--- src/rtl/reset_seq_pkg.sv ---
// Shared types and helpers for the reset sequencer: FSM states, reset-cause codes and
// the sizing function for the hold/release counter.
package reset_seq_pkg;

  typedef enum logic [1:0] {
    IDLE    = 2'b00,
    ASSERT  = 2'b01,
    RELEASE = 2'b10
  } state_e;

  typedef enum logic [1:0] {
    CAUSE_POR = 2'b00,
    CAUSE_SW  = 2'b01,
    CAUSE_WDT = 2'b10
  } cause_e;

  // The counter must reach the longer of the hold phase and the full release span.
  function automatic int cnt_width(input int hold_cycles, input int release_span);
    int longest;
    longest = (hold_cycles > release_span) ? hold_cycles : release_span;
    return $clog2(longest + 1);
  endfunction

endpackage

--- src/rtl/reset_seq_wdt.sv ---
// Watchdog for the reset sequencer: counts idle cycles without a kick and flags the
// cycle on which the next edge must start a watchdog reset (used with RESET_SEQ_WDT_EN).
module reset_seq_wdt #(
  parameter int WDT_TIMEOUT = 1024
) (
  input  logic CLK,
  input  logic RST,
  input  logic in_idle,
  input  logic kick,
  output logic timeout
);

  localparam int W = $clog2(WDT_TIMEOUT);
  localparam logic [W-1:0] LAST = W'(WDT_TIMEOUT - 1);

  logic [W-1:0] wdt_cnt;

  always_ff @(posedge CLK or posedge RST) begin
    if (RST) begin
      wdt_cnt <= '0;
    end else if (!in_idle || kick) begin
      wdt_cnt <= '0;
    end else if (wdt_cnt != LAST) begin
      wdt_cnt <= wdt_cnt + W'(1);
    end
  end

  // A kick in the final cycle still rescues the system.
  assign timeout = in_idle && !kick && (wdt_cnt == LAST);

endmodule

--- src/rtl/reset_sequencer.sv ---
// Reset sequencer: merges power-on, soft-reset and optional watchdog (RESET_SEQ_WDT_EN)
// resets into one hold-then-staggered-release sequence over NUM_DOMAINS reset domains.
module reset_sequencer
  import reset_seq_pkg::*;
#(
  parameter int NUM_DOMAINS    = 2,
  parameter int HOLD_CYCLES    = 16,
  parameter int STAGGER_CYCLES = 4
`ifdef RESET_SEQ_WDT_EN
  , parameter int WDT_TIMEOUT  = 1024
`endif
) (
  input  logic                   CLK,
  input  logic                   RST,
  input  logic                   SW_RST_REQ,
`ifdef RESET_SEQ_WDT_EN
  input  logic                   WDT_KICK,
`endif
  output logic                   SW_RST_ACK,
  output logic [NUM_DOMAINS-1:0] DOMAIN_RST_N,
  output logic                   SYS_READY,
  output logic [1:0]             RST_CAUSE
);

  localparam int CW = cnt_width(HOLD_CYCLES, NUM_DOMAINS * STAGGER_CYCLES);
  localparam logic [CW-1:0] HOLD_LAST = CW'(HOLD_CYCLES - 1);
  localparam logic [CW-1:0] READY_AT  = CW'(NUM_DOMAINS * STAGGER_CYCLES);

  state_e        state;
  logic [CW-1:0] cnt;
  logic [CW-1:0] cnt_inc;
  logic          ack_pend;
  logic          wdt_timeout;

  assign cnt_inc = cnt + CW'(1);

`ifdef RESET_SEQ_WDT_EN
  reset_seq_wdt #(
    .WDT_TIMEOUT (WDT_TIMEOUT)
  ) u_wdt (
    .CLK     (CLK),
    .RST     (RST),
    .in_idle (state == IDLE),
    .kick    (WDT_KICK),
    .timeout (wdt_timeout)
  );
`else
  assign wdt_timeout = 1'b0;
`endif

  // NOTE: non-blocking assignments only, so every decision below sees pre-edge values.
  always_ff @(posedge CLK or posedge RST) begin
    if (RST) begin
      state        <= ASSERT;
      cnt          <= '0;
      DOMAIN_RST_N <= '0;
      SYS_READY    <= 1'b0;
      SW_RST_ACK   <= 1'b0;
      RST_CAUSE    <= CAUSE_POR;
      ack_pend     <= 1'b0;
    end else begin
      SW_RST_ACK <= 1'b0;
      // A soft request restarts the sequence from any state, even on the completion edge.
      if (SW_RST_REQ) begin
        state        <= ASSERT;
        cnt          <= '0;
        DOMAIN_RST_N <= '0;
        SYS_READY    <= 1'b0;
        RST_CAUSE    <= CAUSE_SW;
        ack_pend     <= 1'b1;
      end else if (wdt_timeout) begin
        state        <= ASSERT;
        cnt          <= '0;
        DOMAIN_RST_N <= '0;
        SYS_READY    <= 1'b0;
        RST_CAUSE    <= CAUSE_WDT;
      end else begin
        case (state)
          IDLE: ;
          ASSERT: begin
            if (cnt == HOLD_LAST) begin
              cnt             <= '0;
              state           <= RELEASE;
              DOMAIN_RST_N[0] <= 1'b1;
            end else begin
              cnt <= cnt_inc;
            end
          end
          RELEASE: begin
            cnt <= cnt_inc;
            for (int k = 1; k < NUM_DOMAINS; k++) begin
              if (cnt_inc == CW'(k * STAGGER_CYCLES)) DOMAIN_RST_N[k] <= 1'b1;
            end
            if (cnt_inc == READY_AT) begin
              state      <= IDLE;
              cnt        <= '0;
              SYS_READY  <= 1'b1;
              SW_RST_ACK <= ack_pend;
              ack_pend   <= 1'b0;
            end
          end
          default: state <= ASSERT;
        endcase
      end
    end
  end

endmodule
--- config.mk ---
export PLATFORM = sky130hd
export DESIGN_NAME = reset_sequencer
export DESIGN_NICKNAME = d
export VERILOG_FILES = /design/src/rtl/reset_seq_pkg.sv /design/src/rtl/reset_seq_wdt.sv /design/src/rtl/reset_sequencer.sv
export SDC_FILE = /design/constraint.sdc
export NUM_CORES = 1
export LEC_CHECK = 0
export ABC_AREA = 1
export CAP_MARGIN = 0
export CORE_UTILIZATION = 36
export CTS_CLUSTER_DIAMETER = 40
export CTS_CLUSTER_SIZE = 20
export DETAILED_ROUTE_END_ITERATION = 8
export REMOVE_ABC_BUFFERS = 1
export SLEW_MARGIN = 40
export SYNTH_ARGS = -nofsm -noshare
export SYNTH_HDL_FRONTEND = slang
export SYNTH_SLANG_ARGS = --single-unit
--- constraint.sdc ---
create_clock -name CLK -period 2.3 [get_ports CLK]
set_clock_uncertainty 0.2 [all_clocks]
set_input_delay 0.69 -clock CLK [delete_from_list [all_inputs] [get_ports CLK]]
set_output_delay 0.69 -clock CLK [all_outputs]
set_load 0.03 [all_outputs]
==> impl_summary.md, run 1 <==
Die
Pin placement for this block handled 9 I/O pins. The standard cell core area is around 2000 um2. The floorplan step set the die width to ~50 um. For this configuration, the core starts out at a cell density of 39.3%.

The site row count is 16. The die outline height is 49.0 um. The die covers roughly 2400 um2.

Synth
The average instance in the mapped netlist occupies 8.64 um2. The synthesized netlist devotes 0% of its cell area to XOR and XNOR gates. The total standard cell area after synthesis is 795 um2. Yosys printed 0 warnings. After synthesis, the largest family of logic cells by area is simple AND/OR/NAND/NOR gates.

The number of different library cells used by synthesis comes to 24. Of all cell types, the one taking the most synthesized area is dfrtp_1. The synthesized netlist cell count is between 90 and 100.

The adder-cell area share of the yosys netlist is roughly an eighth. The compound-cell area share of the yosys netlist is around a tenth. Sequential elements use a little over 40% of the synthesized area. The flip-flop and latch count after synthesis is 13. By area the synthesized netlist is led by dfrtp_1 38%, ha_1 13%, inv_1 7.1%. The portion of netlist area occupied by mux cells is 0%. Summed over its instances, the top area cell type makes up 37.8% of the synthesized netlist area. Of the total synthesized cell area, the portion taken by AND, OR, NAND and NOR gates is 25.4%.

Place
Detailed placement finished with a half-perimeter wire length of 1090 um. The number of placed instances with taps included is 126. The count of buffers inserted at the top-level ports is 7. The last weighted congestion value of the routability-driven placer is around 0.85.

Power and ir drop
Summed over all cells, the static leakage comes to 0.421 nW. The total power after layout is ~730 uW. The power density of the placed cells is between 700 and 800 nW/um2.

The peak ir drop on the vdd network is 0.474 mV.

Worst setup path
The largest single stage delay on the critical path is approximately 0.67 ns. The critical path goes through clkdlybuf4s50_1. The data required time of the worst path is ~1.4 ns. The critical path capture point is DOMAIN_RST_N[1].

Together, buffers and inverters on the worst path number 1. The worst setup path is captured at an output port. The endpoint identified for the worst register-to-register timing path is state[1]$_DFFE_PP0P_.

The critical path startpoint category is a register. The arrival time at the worst endpoint is approximately 1.3 ns. The path depth of the worst reg2reg path is 11. Setup slack on the worst reg-to-reg path comes out at 0.29 ns.

The worst register-to-register path begins at cnt[0]$_DFFE_PP0P_. The most critical setup path has its startpoint at DOMAIN_RST_N[1]$_DFFE_PP0P_. The critical path class is register to output port. On the critical path the largest part of the delay comes from buffers and inverters. The highest fanout seen on the critical path is 2. The slowest library cell on the worst path is clkdlybuf4s50_1. In this run the number of cells on the critical path is 1.

GRT
The overall fraction of global-route tracks in use is approximately 14%. The number of antenna violations at the first check in global routing came to 0. The number of global-route vias before repair is slightly below 600. The first-pass GRT wire length is 2530 um. The maximum number of pins on one net before global-route repair is 14.

After global routing the overflow that remains totals 0.

CTS
The number of H-tree levels is 1. The clock-pin transition on the worst setup and hold timing paths is around 0.080 ns. The deepest clock path buffer count is 2. The number of gates resized after CTS was 0. The TritonCTS clock tree is yes. The clock buffer count from CTS is 3. The count of hold buffers inserted by post-cts repair is 0. CTS placed an instance of clkbuf_4 at the clock tree root. For the worst-skew pair, the clock arrives at the later sink with an insertion delay of 0.28 ns. After clock tree synthesis, the setup repair step added 0 buffers. The number of clock sinks is 13.

Routing
The iteration count of the initial detailed-routing pass is 4. The violation count after the first detailed-routing iteration is 17. The final routed wirelength across all metal layers is approximately 1400 um.

The per-cell routed wire length is ~11 um. The detailed router placed approximately 600 vias in this run. In the routed design, unresolved DRC markers number 0.

The remaining antenna violation count after routing is 0. The via count normalized by instance count is approximately 4.7.

STA
The number of hold violations in the final report is 0. Setup violations remaining at the end of the flow were counted as 0. The clock period could shrink to roughly 2.2 ns. The number of pins exceeding their max-slew limit in the final report came to 0.

In this run the tightest slew margin relative to its limit is about two thirds. In the finished design, the share of the clock period the worst path needs comes to between 90% and 100%. The achievable frequency is about 460 MHz. For the pin with the worst max-slew slack, the measured transition is approximately 0.51 ns. Setup repair after global routing left no endpoint under its margin.

Layout
For this run, the share of the core covered by cells in the final layout is 45.5%. The layout has around 200 filler cells. The number of diodes added for antenna fixing is 0. The finished layout holds 130 standard cells, fillers aside. The net count of the finished layout is ~120.

Relative to the synthesized area, the layout overhead comes to 15.9%. The proportion of layout cells with a drive suffix above 1 is between 10% and 20%.

Outcome
The flow ran to the end, and the final reports show no timing, DRC or antenna violations.

Run
The tool flagged a number of max-cap violations equal to 0.

Min path
The tightest min-delay check is of the register to register type.
## cells in the mapped netlist, drive strengths merged
master	instances
inv	17
o21ai	5
or2	1
dfstp	1
nand3	6
nor3	1
nor2	9
dfrtp	12
nand4	2
o22ai	1
ha	8
nand2	20
buf	2
a21oi	5
o2111ai	1
conb	1
## cell families after synthesis
logic type      Yosys count
compound gates           12
fa+ha+maj                 8
buf+inv                  19
flops                    13
other cells               1
simple gates             39
## layer usage
layer	routed length, um	track usage, %	vias to the layer above
li1	-	-	310
met1	707	19.0	282
met2	595	20.4	11
met3	50	3.43	5
met4	48	10.3	0
met5	0	0	-
## power by group
| group | leakage (nW) | switching [mW] | internal [mW] | total, mW |
|---|---|---|---|---|
| registers | 0.165 | 0.0470 | 0.275 | 0.322 |
| logic | 0.241 | 0.166 | 0.0972 | 0.263 |
| clock network | 0.0150 | 0.0740 | 0.0673 | 0.141 |
| total | 0.421 | 0.287 | 0.440 | 0.727 |
## state kept, by name (all words and copies together), names as in the netlist
register	flops
DOMAIN_RST_N	2
RST_CAUSE	1
SW_RST_ACK	1
SYS_READY	1
ack_pend	1
cnt	5
state	2
## worst min-delay path by stage
stage / cells past startpoint / end / startpoint
6_report: 1 / RST_CAUSE[0]$_DFFE_PP0P_ / RST_CAUSE[0]$_DFFE_PP0P_
5_1_grt: 1 / RST_CAUSE[0]$_DFFE_PP0P_ / RST_CAUSE[0]$_DFFE_PP0P_
4_1_cts: 1 / RST_CAUSE[0]$_DFFE_PP0P_ / RST_CAUSE[0]$_DFFE_PP0P_
3_5_place_dp: 1 / RST_CAUSE[0]$_DFFE_PP0P_ / RST_CAUSE[0]$_DFFE_PP0P_
3_3_place_gp: 1 / RST_CAUSE[0]$_DFFE_PP0P_ / RST_CAUSE[0]$_DFFE_PP0P_
2_1_floorplan: 2 / ack_pend$_DFFE_PP0P_ / ack_pend$_DFFE_PP0P_
## cell usage in the layout (no fill, tap or decap), drive strengths merged, types with 4 or more instances in the layout
cell type,n
inv,17
ha,8
o21ai,5
clkbuf,4
nand3,6
nand2,20
clkdlybuf4s50,7
dfrtp,12
nor2,9
a21oi,5
## per-stage QoR
step / setup TNS, ns / area (um2) / hold slack (ns) / setup slack [ns]
floorplan: 0 / 776 / 0.242 / 0.424
detailed placement: -0.00288 / 895 / 0.256 / -0.00288
finish: 0 / 921 / 0.268 / 0.110
global route: 0 / 921 / 0.290 / 0.0478
CTS: 0 / 921 / 0.278 / 0.0917
global placement: 0 / 895 / 0.258 / 0.0848
## layout make-up
| class | count | area, um2 | area share [%] |
|---|---|---|---|
| timing repair buffer | 9 | 85.1 | 9.24 |
| tap | 27 | 33.8 | 3.67 |
| multi-input combinational | 60 | 385 | 41.8 |
| inverter | 17 | 63.8 | 6.93 |
| sequential | 13 | 327 | 35.5 |
| clock buffer | 4 | 26.3 | 2.85 |
(Power assumes the default switching activity.)
==> run 2, diff against run 1 <==
- clock period: 2.3 -> 2.6 ns (I/O delays scaled with it)
==> run 2 against run 1 <==
Power fell by 12%; first-iteration DRC count fell by 88%; sequential power fell by 11%; wire length fell by 5.8%; sequential cell count did not move; sequential share of layout area rose by 0.59 points; cell area fell by 1.6%; setup slack improved by 0.21 ns; combinational power fell by 13%; non-clock buffer count fell by 2; critical path depth did not move; largest cell class unchanged; largest power group unchanged.
==> impl_summary.md, run 2 (same netlist as run 1, synthesis figures left out) <==
Worst setup path
The worst setup path is captured at an output port. The arrival time at the worst endpoint is approximately 1.3 ns. The number of buffer and inverter stages on the critical path is 1. The slowest stage of the critical path is the clkdlybuf4s50_1 cell. The highest fanout seen on the critical path is 2. Walking the worst path, the cells encountered are clkdlybuf4s50_1.

The maximum single-stage delay on the critical path is around 0.67 ns. The kind of cell with the highest combined delay along the critical path is buffers and inverters. STA puts the critical path data required time at between 1.5 and 2 ns.

The critical path startpoint category is a register. The critical path class is register to output port.

CTS
The clock reaches the later pin of the worst-skew pair after 0.27 ns. The post-CTS repair timing setup buffer count is 0. After clock tree synthesis, the repair step resized 0 gates.

Counting the buffers created by CTS gives 3. The TritonCTS clock tree is yes. The number of H-tree levels is 1. In this run the clock root is driven by a clkbuf_4. The number of hold buffers added after CTS was 0.

The tree built by TritonCTS fans out to 13 sinks. Clock-pin slew was measured on the worst setup and hold paths at roughly 0.080 ns. The deepest clock path buffer count is 2.

Routing
The detailed router put a total of 677 um of wire on met1. Wire segments on met2 add up to ~580 um in the final route. The top routing layer in use is met4. The routed via count is roughly 600. Dividing the detail-routed via count by the number of cells gives about 4.7. The final routed wirelength across all metal layers is 1320 um. The remaining antenna violation count after routing is 0. The met3 routed wirelength is about 33 um. In the routed design, unresolved DRC markers number 0. In this run, the number of DRC markers left after iteration 0 of detailed routing was 2.

The first detailed-routing pass ran for 4 iterations. The per-cell routed wire length is about 10 um.

Die
The die area is ~2400 um2. From bottom edge to top edge, the die measures just under 50 um. The die outline width is approximately 49 um.

The standard cell core area is between 2000 and 2500 um2. For this configuration, the core starts out at a cell density of 39.3%. In this run the count of I/O pins placed on the die edge is 9. After floorplanning, the core was divided into 16 placement rows.

STA
Setup violations remaining at the end of the flow were counted as 0. In the finished design, the share of the clock period the worst path needs comes to 87.9%. The achievable frequency is ~440 MHz. Setup total negative slack on the finished layout was measured at 0 ns. After layout, the minimum clock period comes to between 2 and 2.5 ns. The number of hold violations in the final report came to 0. Setup repair after global routing left no endpoint under its margin. The number of pins exceeding their max-slew limit in the final report is 0.

Power and ir drop
Sequential cells burn approximately 45% of the power. The leakage power is 0.411 nW. Combinational logic is responsible for between 30 and 40% of the overall power.

Of the total power, the share spent switching nets is around 39%. Cell internal power was estimated by the tool at around 390 uW. The share of total power dissipated in the clock network is around a fifth. In this run the power spent charging and discharging nets is about 250 uW. The peak ir drop on the vdd network is ~0.42 mV. The power density of the placed cells is 704 nW/um2.

Place
The last weighted congestion value of the routability-driven placer is 0.804. Once detailed placement completed, the half-perimeter wirelength came to about 1100 um. The count of buffers inserted at the top-level ports is 7.

Layout
Counting flops per register, the top entry is cnt. The final cell utilization of the core is between 40% and 50%. 0 antenna diodes ended up in the layout. After filler insertion, the fill cell instance count of the layout stands at around 210. The flip-flop count of the largest register, all copies and words added is 5.

The top cell types in the final layout, fill and taps aside, are 15 x inv_1, 14 x nand2_1, 12 x dfrtp_1. The post-route netlist has around 18% of its cells at a drive strength greater than 1. The layout net count is 113. The signed area change from the synthesized netlist to the final layout is 14.0%. The largest registers in the layout are cnt: 5 flops, DOMAIN_RST_N: 2 flops, state: 2 flops. Leaving out fill and tap cells, the most frequent cell in the layout is inv_1.

GRT
The residual overflow from global routing is 0. The first-pass GRT wire length is roughly 2400 um. The maximum number of pins on one net before global-route repair is 14. Global routing used 13.4% of the available tracks. The number of antenna violations at the first check in global routing was 0.

The number of global-route vias before repair is slightly below 600.

Min path
In this run the worst hold path is classified as register to register.

Run
Across the run, the number of max-cap violations was 0.

Outcome
The run finished with clean final reports.
==> run 2: changes by cell type in the layout (fill, tap and decap cells not counted), sizes merged <==
cell  previous run  this run
buf              2         0
==> run 2: cell type report <==
| type | count | area, um2 | share of cell area (%) |
|---|---|---|---|
| repair buffers | 7 | 70.1 | 7.73 |
| well taps | 27 | 33.8 | 3.73 |
| clock buffers | 4 | 26.3 | 2.90 |
| flip-flops and latches | 13 | 327 | 36.0 |
| inverters | 17 | 63.8 | 7.04 |
| multi-input cells | 60 | 385 | 42.5 |
==> run 2: per-stage QoR <==
step	worst slack, ns	area, um2	hold slack [ns]	power [mW]	std cells
floorplan	0.724	776	0.242	0.466	90
global placement	0.232	880	0.264	0.517	124
detailed placement	0.186	880	0.267	0.522	124
CTS	0.310	906	0.285	0.646	128
global route	0.290	906	0.285	0.694	128
finish	0.316	906	0.273	0.638	128
==> run 2: metal layers <==
metal,track usage (%),vias up
met5,0,-
met4,7.35,0
met2,19.9,8
met1,18.6,278
met3,1.87,5
li1,-,308
==> run 2: final timing paths <==
kind | start | end | slack, ns | depth (start not counted)
hold / removal | RST_CAUSE[0]$_DFFE_PP0P_ | RST_CAUSE[0]$_DFFE_PP0P_ | 0.27 | 1
setup reg to reg | cnt[0]$_DFFE_PP0P_ | state[1]$_DFFE_PP0P_ | 0.57 | 11
min in group asynchronous | RST | SYS_READY$_DFFE_PP0P_ | 0.61 | 2
max in group asynchronous | RST | state[0]$_DFFE_PP1P_ | 1.23 | 2
hold reg to reg | RST_CAUSE[0]$_DFFE_PP0P_ | RST_CAUSE[0]$_DFFE_PP0P_ | 0.27 | 1
setup / recovery | DOMAIN_RST_N[0]$_DFFE_PP0P_ | DOMAIN_RST_N[0] | 0.32 | 1
==> run 2: power by group through the flow <==
stage | registers (mW) | logic [mW] | clock network, mW
detailed placement | 0.291 | 0.231 | 0
CTS | 0.286 | 0.233 | 0.127
floorplan | 0.277 | 0.189 | 0
finish | 0.285 | 0.229 | 0.124
global route | 0.292 | 0.267 | 0.135
global placement | 0.289 | 0.228 | 0
==> run 3, diff against run 2 <==
- CORE_MARGIN: default -> 3
- DONT_BUFFER_PORTS: default -> 1
==> run 3 against run 2 <==
Via count fell by 4.5%; clock power rose by 5%; sequential power barely moved; global-route usage fell by 1.3 points; first-iteration DRC count rose to 4.5 times the previous value; register-to-register slack got worse by 0.03 ns; clock-buffer cell count did not move; largest power group unchanged; combinational power fell by 2%; die area rose by 17%; fmax rose by 11%; worst hold slack got worse by 0.064 ns; non-clock buffer count fell by 7.
==> impl_summary.md, run 3 (same netlist as run 1, synthesis figures left out) <==
CTS
The number of H-tree levels is 1. The number of clock sinks is 13. The clock insertion delay at the later pin of the skew report is 0.28 ns. The clock-pin transition on the worst setup and hold timing paths is around 0.080 ns. After clock tree synthesis, the setup repair step added 0 buffers.

The clock buffer count from CTS is 3. TritonCTS built the clock tree. After clock tree synthesis, the repair step resized 0 gates.

The master cell of the clock root buffer is clkbuf_4. The number of hold buffers added after CTS was 0. The clock passes through at most 2 buffers.

Layout
The signed area change from the synthesized netlist to the final layout is 5.20%. The register with the most flip-flops in the layout has 5 of them. The largest registers in the layout are cnt: 5 flops, DOMAIN_RST_N: 2 flops, state: 2 flops. In the final layout, the share of cells above drive strength 1 is a little under a fifth. The repair_antennas step left the layout with diodes totalling 0.

The layout net count is between 100 and 150. After filler insertion, the fill cell instance count of the layout stands at approximately 200. After routing the design area is between 800 and 900 um2. The library cell used most frequently in the layout, excluding fill and tap cells, is inv_1. In the layout the commonest cells are 15 x inv_1, 14 x nand2_1, 12 x dfrtp_1. The register containing the most flip-flops in the final layout is cnt.

Power and ir drop
In this run switching power makes up 39.9% of total power. Sequential cells account for 44.4% of the total power. The analysis attributes to cell leakage a power of about 0.39 nW.

The internal portion of the total power is 385 uW. The power density of the placed cells is about 770 nW/um2. The total power after layout is 640 uW. The clock network fraction of design power is about a fifth. The combinational power share is between 30% and 40%. For this design the total switching power over the nets is roughly 260 uW.

IR analysis of the VDD net gives a maximum drop of approximately 0.39 mV.

Worst setup path
The cell seen most often among critical-path stages is nand2_2. Measured in cells, the most critical reg-to-reg path has a length of 11. The category of the worst setup path capture point is a register. The startpoint of the lowest-slack register-to-register path is cnt[0]$_DFFE_PP0P_. STA puts the critical path data required time at 2.58 ns. Counting both buffers and inverters, the worst setup path holds a total of 0. The minimum setup slack among reg-to-reg paths is roughly 0.54 ns.

Along the worst path, the maximum fanout reaches 6. The endpoint of the worst register-to-register path is state[1]$_DFFE_PP0P_. For the worst setup path, the data arrival time is a little over 2 ns. The critical path is of the register to register type. The maximum single-stage delay on the critical path is 0.46 ns. The slowest library cell on the worst path is dfrtp_1. The critical path startpoint category is a register. The critical path's top delay family is simple AND/OR/NAND/NOR gates. Traced cell by cell, the critical path runs through ha_1 -> nand2_2 -> nor2_1 -> ha_1 -> nand2_1 -> a21oi_4 -> nand2_2 -> nand2_2 -> nand2_2 -> nand2_1 -> nand2_1.

STA
The number of pins exceeding their max-slew limit in the final report is 0. The minimum period implied by the final worst setup slack is ~2.1 ns. Measured against its own limit, the worst slew margin works out to between 60% and 70%.

The number of hold violations in the final report is 0. Setup violations remaining at the end of the flow were counted as 0. The post-route fraction of the period consumed by the critical path is 79.1%.

Hold timing on the final database bottoms out at a slack of approximately 0.21 ns. Static timing analysis puts the maximum clock frequency at just under 500 MHz. For the pin with the worst max-slew slack, the measured transition is ~0.52 ns. Summed over all failing endpoints, the final setup total negative slack is 0 ns. Setup repair after global routing left no endpoint under its margin.

Routing
The detailed router finished its first iteration with 9 violations. The iteration count of the initial detailed-routing pass is 4. For this run, design rule violations remaining after detail routing come to 0.

The final routed wirelength across all metal layers is 1440 um. The detail route stage leaves a number of antenna-violating nets equal to 0. The via count normalized by instance count is roughly 4.7. The routed via count is roughly 570. The per-cell routed wire length is 11.9 um.

Die
The standard cell core area is 2020 um2. During I/O placement, the number of pins put on the boundary was 9. In this run the core area contains 16 standard-cell rows. The die area is between 2000 and 3000 um2. The die outline width is about 53 um. The die outline height is 53.0 um.

The initial cell density of the core is about two fifths.

Outcome
The run finished with clean final reports.

GRT
The first-pass GRT wire length is between 2000 and 2500 um. The overall fraction of global-route tracks in use is between 10% and 20%. The maximum number of pins on one net before global-route repair is 14. The number of global-route vias before repair is roughly 560. Summed over all layers, the global routing overflow is 0.

The number of antenna violations at the first check in global routing is 0.

Place
Port buffering added 0 buffers. The HPWL after detailed placement is roughly 1100 um. The area after detailed placement is roughly 810 um2.

Routability-driven placement finished with a final weighted congestion of around 0.86.

Min path
The min-delay analysis places its worst path in the category input port to asynchronous set/reset pin.

Run
The max-capacitance violation count is 0.
[run 3: cell type report]
| class | instances | area [um2] | share of cell area (%) |
|---|---|---|---|
| multi-input combinational | 60 | 385 | 46.1 |
| tap | 27 | 33.8 | 4.04 |
| inverter | 17 | 63.8 | 7.63 |
| sequential | 13 | 327 | 39.1 |
| clock buffer | 4 | 26.3 | 3.14 |
[run 3: per-stage QoR]
step | util, % | std cells | worst slack [ns]
6_report | 41.3 | 121 | 0.544
5_1_grt | 41.3 | 121 | 0.446
4_1_cts | 41.3 | 121 | 0.538
3_5_place_dp | 40.0 | 117 | 0.542
3_3_place_gp | 40.0 | 117 | 0.604
2_1_floorplan | - | 90 | 0.724
[run 3: how the worst max path moves through the flow]
stage | slack (ns) | endpoint | cells past startpoint | start
floorplan | 0.72 | state[1]$_DFFE_PP0P_ | 11 | cnt[0]$_DFFE_PP0P_
global placement | 0.60 | state[1]$_DFFE_PP0P_ | 11 | cnt[0]$_DFFE_PP0P_
detailed placement | 0.54 | state[1]$_DFFE_PP0P_ | 11 | cnt[0]$_DFFE_PP0P_
CTS | 0.54 | state[1]$_DFFE_PP0P_ | 11 | cnt[0]$_DFFE_PP0P_
global route | 0.45 | state[1]$_DFFE_PP0P_ | 9 | cnt[0]$_DFFE_PP0P_
finish | 0.54 | state[1]$_DFFE_PP0P_ | 11 | cnt[0]$_DFFE_PP0P_
[run 3: layer usage]
| layer | wire, um | up-vias | part of all wire (%) | GRT usage [%] |
|---|---|---|---|---|
| met4 | 40 | 0 | 2.8 | 7.66 |
| li1 | - | 293 | - | - |
| met2 | 638 | 10 | 44 | 16.9 |
| met3 | 52 | 5 | 3.6 | 3.66 |
| met5 | 0 | - | 0 | 0 |
| met1 | 711 | 264 | 49 | 15.7 |
[run 3: power groups by stage]
stage	clock network, mW	logic, mW	registers (mW)
final	0.130	0.225	0.284
after global routing	0.142	0.258	0.289
after CTS	0.134	0.228	0.284
after detailed placement	0	0.228	0.287
after global placement	0	0.220	0.287
after floorplan	0	0.189	0.277
